--- src/rtl/ex_div.sv ---
// ex_div -- multi-cycle radix-2 restoring divider for the EX stage.
//
// Takes the operand pair and DIV/DIVU decode from the ID/EX register.
// It produces {remainder (HI), quotient (LO)} for the HI/LO write path.
// While a divide is in flight it holds the pipeline through stall_o.
//
// Ports:
//   clk         clock
//   rst         synchronous, active-high reset
//   start_i     request a divide (sampled only in IDLE)
//   signed_i    1 = DIV (two's complement), 0 = DIVU
//   dividend_i  dividend, sampled with start_i
//   divisor_i   divisor, sampled with start_i
//   annul_i     flush input (present only with EX_DIV_ANNUL_EN)
//   result_o    {remainder, quotient}; updated on entry to END
//   ready_o     one-cycle pulse while in END
//   stall_o     pipeline hold: (IDLE & start) | ON | DIVZERO
//
// Optional feature: define EX_DIV_ANNUL_EN to add annul_i.
// When annul_i is high in ON or DIVZERO, the operation is abandoned silently.
// When it is high in IDLE, the operation is not accepted.

module ex_div #(
    parameter int WIDTH = 32
) (
    input  logic               clk,
    input  logic               rst,
    input  logic               start_i,
    input  logic               signed_i,
    input  logic [WIDTH-1:0]   dividend_i,
    input  logic [WIDTH-1:0]   divisor_i,
`ifdef EX_DIV_ANNUL_EN
    input  logic               annul_i,
`endif
    output logic [2*WIDTH-1:0] result_o,
    output logic               ready_o,
    output logic               stall_o
);

    localparam int CW = $clog2(WIDTH) + 1;

    typedef enum logic [1:0] {IDLE, DIVZERO, ON, END} state_t;

    state_t             state_reg, state_next;
    logic [WIDTH-1:0]   rem_reg;        // partial remainder
    logic [WIDTH-1:0]   quo_reg;        // dividend shifts out, quotient shifts in
    logic [WIDTH-1:0]   dvs_reg;        // divisor magnitude
    logic [CW-1:0]      cnt_reg;
    logic               neg_quo_reg;
    logic               neg_rem_reg;
    logic [2*WIDTH-1:0] result_reg;

    logic               annul;
`ifdef EX_DIV_ANNUL_EN
    assign annul = annul_i;
`else
    assign annul = 1'b0;
`endif

    // Operand magnitudes. The magnitude of the most negative value is still
    // correct when it is read as unsigned, so no overflow trap is needed.
    logic [WIDTH-1:0] dvd_mag, dvs_mag;
    assign dvd_mag = (signed_i && dividend_i[WIDTH-1]) ? -dividend_i : dividend_i;
    assign dvs_mag = (signed_i && divisor_i[WIDTH-1])  ? -divisor_i  : divisor_i;

    // One restoring step. The shifted remainder is below 2*divisor, so a
    // WIDTH+1 bit subtraction is enough, and its MSB is the borrow.
    logic [WIDTH:0]   shifted, diff;
    logic             borrow;
    logic [WIDTH-1:0] rem_step, quo_step, rem_fix, quo_fix;
    logic             last_step;

    assign shifted   = {rem_reg, quo_reg[WIDTH-1]};
    assign diff      = shifted - {1'b0, dvs_reg};
    assign borrow    = diff[WIDTH];
    assign rem_step  = borrow ? shifted[WIDTH-1:0] : diff[WIDTH-1:0];
    assign quo_step  = {quo_reg[WIDTH-2:0], ~borrow};
    assign quo_fix   = neg_quo_reg ? -quo_step : quo_step;
    assign rem_fix   = neg_rem_reg ? -rem_step : rem_step;
    assign last_step = (cnt_reg == CW'(WIDTH - 1));

    always_comb begin
        state_next = state_reg;
        case (state_reg)
            IDLE: begin
                if (start_i && !annul)
                    state_next = (divisor_i == '0) ? DIVZERO : ON;
            end
            DIVZERO: state_next = annul ? IDLE : END;
            ON: begin
                if (annul)
                    state_next = IDLE;
                else if (last_step)
                    state_next = END;
            end
            END:     state_next = IDLE;
            default: state_next = IDLE;
        endcase
    end

    always_ff @(posedge clk) begin
        if (rst) begin
            state_reg   <= IDLE;
            rem_reg     <= '0;
            quo_reg     <= '0;
            dvs_reg     <= '0;
            cnt_reg     <= '0;
            neg_quo_reg <= 1'b0;
            neg_rem_reg <= 1'b0;
            result_reg  <= '0;
        end else begin
            state_reg <= state_next;
            case (state_reg)
                IDLE: begin
                    if (start_i && !annul && divisor_i != '0) begin
                        rem_reg     <= '0;
                        quo_reg     <= dvd_mag;
                        dvs_reg     <= dvs_mag;
                        cnt_reg     <= '0;
                        neg_quo_reg <= signed_i & (dividend_i[WIDTH-1] ^ divisor_i[WIDTH-1]);
                        neg_rem_reg <= signed_i & dividend_i[WIDTH-1];
                    end
                end
                ON: begin
                    if (!annul) begin
                        rem_reg <= rem_step;
                        quo_reg <= quo_step;
                        cnt_reg <= cnt_reg + CW'(1);
                        // The result is written on the same edge that enters END.
                        if (last_step)
                            result_reg <= {rem_fix, quo_fix};
                    end
                end
                DIVZERO: begin
                    if (!annul)
                        result_reg <= '0;
                end
                default: ;
            endcase
        end
    end

    assign result_o = result_reg;
    assign ready_o  = (state_reg == END);
    assign stall_o  = ((state_reg == IDLE) && start_i && !annul) ||
                      (state_reg == ON) || (state_reg == DIVZERO);

endmodule
--- config.mk ---
export PLATFORM = sky130hd
export DESIGN_NAME = ex_div
export DESIGN_NICKNAME = d
export VERILOG_FILES = /design/src/rtl/ex_div.sv
export SDC_FILE = /design/constraint.sdc
export NUM_CORES = 1
export LEC_CHECK = 0
export CAP_MARGIN = 25
export CORE_UTILIZATION = 60
export CTS_BUF_LIST = sky130_fd_sc_hd__clkbuf_8
export DETAILED_ROUTE_END_ITERATION = 8
export GPL_TIMING_DRIVEN = 0
export MAX_ROUTING_LAYER = met4
export PLACE_DENSITY = 0.88
export SLEW_MARGIN = 20
export SYNTH_ARGS = -nofsm -noshare
export SYNTH_HDL_FRONTEND = slang
export SYNTH_SLANG_ARGS = --single-unit
--- constraint.sdc ---
create_clock -name clk -period 11.04 [get_ports clk]
set_input_delay 3.312 -clock clk [delete_from_list [all_inputs] [get_ports clk]]
set_output_delay 3.312 -clock clk [all_outputs]
set_load 0.02 [all_outputs]
======== Word level (Yosys, flattened, before mapping) ========
Index checks and enable logic that the tools add are counted.
storage, ports and cells
  register bits ........................... 170
  input bits .............................. 68
  output and inout bits ................... 66
  word-level logic and storage cells ...... 57
operators by class
  muxes and demuxes ....................... 17
  bitwise gates (word level) .............. 4
  reduce and logical (&&, ||, !) cells .... 15
  add/subtract/negate cells ............... 6
  equality and inequality tests ........... 7
operators by type and width
  kind                   count
  $mux W32               7
  $neg A32 Y32           4
  $pmux W32 S2           2
  $pmux W64 S2           1
  $mux W64               1
  $sub A33 B32 Y33       1
  $logic_not A32 Y1      1
  $reduce_bool A32 Y1    1
  $pmux W6 S2            1
  $pmux W2 S4            1
  $reduce_and A2 Y1      4
  $add A6 B1 Y6 const B  1
  $eq A6 B5 Y1 const B   1
  $mux W2                3
  $mux W6                1
  $ne A2 B2 Y1 const B   3
  $eq A2 B2 Y1 const B   2
  $logic_and A1 B1 Y1    4
  $reduce_bool A2 Y1     2
  $and A1 B1 Y1          2
  $eq A2 B1 Y1 const B   1
  $logic_not A2 Y1       1
  $logic_or A1 B1 Y1     2
  $not A1 Y1             1
  $xor A1 B1 Y1          1

======== Longest topological paths before layout ========
  depth in word-level cells ............... 6
  depth in mapped cells ................... 24
  depth with buffers taken out ............ 21

======== Worst setup path after synthesis ========
OpenSTA, ideal clock, no wires.
  path kind ............................... input -> output
  start ................................... in start_i
  end ..................................... out stall_o
  buffers on the path ..................... 0
  stages .................................. 2
  arrival ................................. 3.536 ns
  data required time ...................... 7.728 ns
  path slack .............................. 4.192 ns
  cells stage by stage .................... nand2_1 > nand2_1
on the way
  longest elaborated chain between the ends .. 3
ends and longest elaborated chain
  item                 RTL line  text
  start, declared      28        input logic start_i,
  $logic_and A1 B1 Y1  145       assign stall_o = ((state_reg == IDLE) && start_i && !annul) ||
  $logic_or A1 B1 Y1   145
  $logic_or A1 B1 Y1   146       (state_reg == ON) || (state_reg == DIVZERO);
  end, declared        37        output logic stall_o
Every way passes these cells.

======== Worst setup path after layout ========
Ends and elaborated chain as after synthesis.

==> run_results.csv <==
group,metric,value,unit
worst_setup_path,worstSetupStartpointType,"input pin",
final_layout,n_fill_cell,1589,
logic_synthesis,ys_top_cells_by_count,"nand2_1 (243), dfxtp_1 (170), nor2_1 (153), a21oi_1 (128), o21ai_0 (111)",
grt,grtUsageTotal,39.84,%
power,p_int,1.373,mW
timing,maxSlewHeadroom,44.56,%
route,firstDrtPassIters,8,
power,combPwrFrac,51.5,%
logic_synthesis,yosysTopAreaCell,"dfxtp_1",
cts,cts.repair.resized,0,
floorplanning,start_util,62.17,%
power,peakVddDrop,0.0001264,V
route,vias,12580,
placement,io_buffers,132,
hold_path,hold_class,"reg2reg",
placement,gp_congestion,0.9797,
logic_synthesis,synth_top_area_share,28.88,%
logic_synthesis,async_flop_share,0,%
final_layout,nets,1845,
timing,period_share,71.88,%
floorplanning,die_y,142.2,um
logic_synthesis,synth_area,0.01179,mm2
floorplanning,die_w,142.2,um
logic_synthesis,synthesis.nets,1693,
worst_setup_path,path_max_fanout,3,
worst_setup_path,slowest_stage,"clkdlybuf4s50_1",
power,clockPowerShare,17.2,%
worst_setup_path,required,7.73,ns
timing,tightest_slew,0.8260,ns
cts,clkLatencyLatePin,0.49,ns
timing,setup-violations-final,0,
cts,cts_buffers,17,
final_layout,layout-drive-gt1-share,5.263,%
logic_synthesis,synth_ff_type,"dfxtp_1",
timing,fin_tns_setup,0,ns
route,drc,0,
logic_synthesis,synth-edff-count,0,
timing,min_period,7.935,ns
logic_synthesis,syn_area_per_cell,7.445,um2
route,vias_per_cell,6.259,
route,drt_iter0_markers,1425,
logic_synthesis,ys_ff_latch,170,
floorplanning,io_pins,134,
cts,clock-sinks,170,
logic_synthesis,ys_seq_area_share,28.88,%
placement,hpwlAfterDp,30.72,mm
floorplanning,dieArea,0.02021,mm2
worst_setup_path,endpoint_kind,"primary output",
grt,grt_max_degree,17,
timing,finalClockSkew,0.01018,ns
cts,cts_tree,"yes",
power,switching_share,47.82,%
worst_setup_path,path_class,"in2out",
timing,rsz0062_at_grt,"no",
power,finalPower,2.631,mW
cts,post_cts_buffers,0,
job,cap_viol_max_count,0,
cts,clock_path_buffers,2,
cts,cts_hold_buf,0,
hold_path,worstHoldPathCells,2,
grt,gr-total-overflow,0,
final_layout,area_delta_synth_final,17.30,%
grt,grt_pass1_wl,60.65,mm
route,routed_wl,38.74,mm
cts,htree_levels,4,
power,p_sw,1.258,mW
logic_synthesis,synth.most_common_cell,"nand2_1",
grt,grt_pass1_vias,11520,
timing,final_max_slew_viol_count,0,
final_layout,largest_reg_flops,64,
logic_synthesis,synth_cell_types,90,
cts,clk_pin_slew,0.09,ns
grt,antenna_found_initial,1,
floorplanning,core,0.01896,mm2
final_layout,final-seq-area,0.003403,mm2
timing,fmax,0.1260,GHz
power,power.density,190.3,mW/mm2
route,wire_per_inst,19.29,um
floorplanning,rows,50,
logic_synthesis,yosys_warnings,0,
worst_setup_path,ff2ff_path_depth,23,
timing,final_hold_viol_count,0,
cts,cts_root_buffer,"clkbuf_8",
logic_synthesis,synth_cells,1583,
worst_setup_path,crit_arrival,4.62,ns
worst_setup_path,ff2ff_setup_slack,4.78,ns
power,seqPwrFrac,31.3,%
worst_setup_path,cp_slowest_stage_delay,0.60,ns
route,ant_nets,0,
outcome,status,"finished clean",
power,leakagePower,5.145,nW
logic_synthesis,yosys-top-cells-area,"dfxtp_1 (29%), nand2_1 (7.7%), xor2_1 (5.6%), a21oi_1 (5.4%), xnor2_1 (5.0%)",
worst_setup_path,crit_chain,"clkdlybuf4s50_1, nand2_1, nand2_1, clkdlybuf4s50_1",
final_layout,multi_input_area,0.007631,mm2
[kinds of logic after synthesis]
logic type,synth area share (%)
simple gates,21.88
compound gates,25.77
flops,28.88
buf+inv,6.370
xor+xnor,10.55
fa+ha+maj,4.523
mux,2.028
[routing by layer]
metal  vias up  track usage [%]  routed length (um)
met4         0            11.83                 962
li1       5953                -                   -
met1      5865            53.49               16380
met5         -                -                   0
met2       679            61.74               17490
met3        78            6.057                3912
[power groups by stage]
stage	registers [mW]	clock network, mW	logic [mW]
2_1_floorplan	0.818	0	0.897
3_3_place_gp	0.824	0	1.28
3_5_place_dp	0.829	0	1.30
4_1_cts	0.814	0.451	1.31
5_1_grt	0.828	0.475	1.47
6_report	0.822	0.453	1.36
[path summary, 6_finish.rpt]
path	start	endpoint
worst max-delay path	start_i	stall_o
worst min-delay path	result_o[60]$_SDFFE_PP0P_	result_o[60]$_SDFFE_PP0P_
worst max register to register	quo_reg[31]$_SDFFE_PP0P_	result_o[60]$_SDFFE_PP0P_
worst min register to register	result_o[60]$_SDFFE_PP0P_	result_o[60]$_SDFFE_PP0P_
[cell usage in the layout, fill, tap and decap left out, types with 9 or more instances in the layout]
cell type,instances
or3_1,14
o31ai_1,24
a21o_1,12
nor4_1,13
o211ai_1,10
mux2i_1,18
xor2_1,75
ha_1,41
buf_1,9
xnor2_1,67
nor2_1,153
nand4_1,15
nand2_1,243
or4_1,13
clkbuf_8,21
a31oi_1,9
a22oi_1,42
inv_1,57
clkbuf_1,73
nor3_1,35
a21oi_1,128
nand3_1,34
clkdlybuf4s50_1,132
o41ai_1,15
dfxtp_1,170
a211oi_1,44
o21ai_0,111
[critical path: cells and delay by family]
kind          cells  cell delay, ns
simple gates      2            0.20
buf+inv           2            1.11
[area by class of cell]
class                      instances  area share [%]
antenna                            1         0.01810
buffer                           105           3.829
clock buffer                      18           1.792
clock inverter                    14          0.9866
inverter                          57           1.602
multi-input combinational       1251           55.20
sequential                       170           24.62
tap                              260           2.353
timing repair buffer             133           9.594
[metrics by stage]
step,worst slack [ns],utilization (%),instances,hold slack (ns),cell area [um2]
after floorplan,4.192,-,1583,0.4363,11790
after global placement,3.112,70.86,1975,0.4327,13430
after detailed placement,3.127,70.88,1976,0.4415,13440
after CTS,3.119,72.91,2008,0.4546,13820
after global routing,3.104,72.92,2009,0.4835,13820
final,3.105,72.92,2009,0.4480,13820
Note: power is estimated with default switching activity, not from simulation.
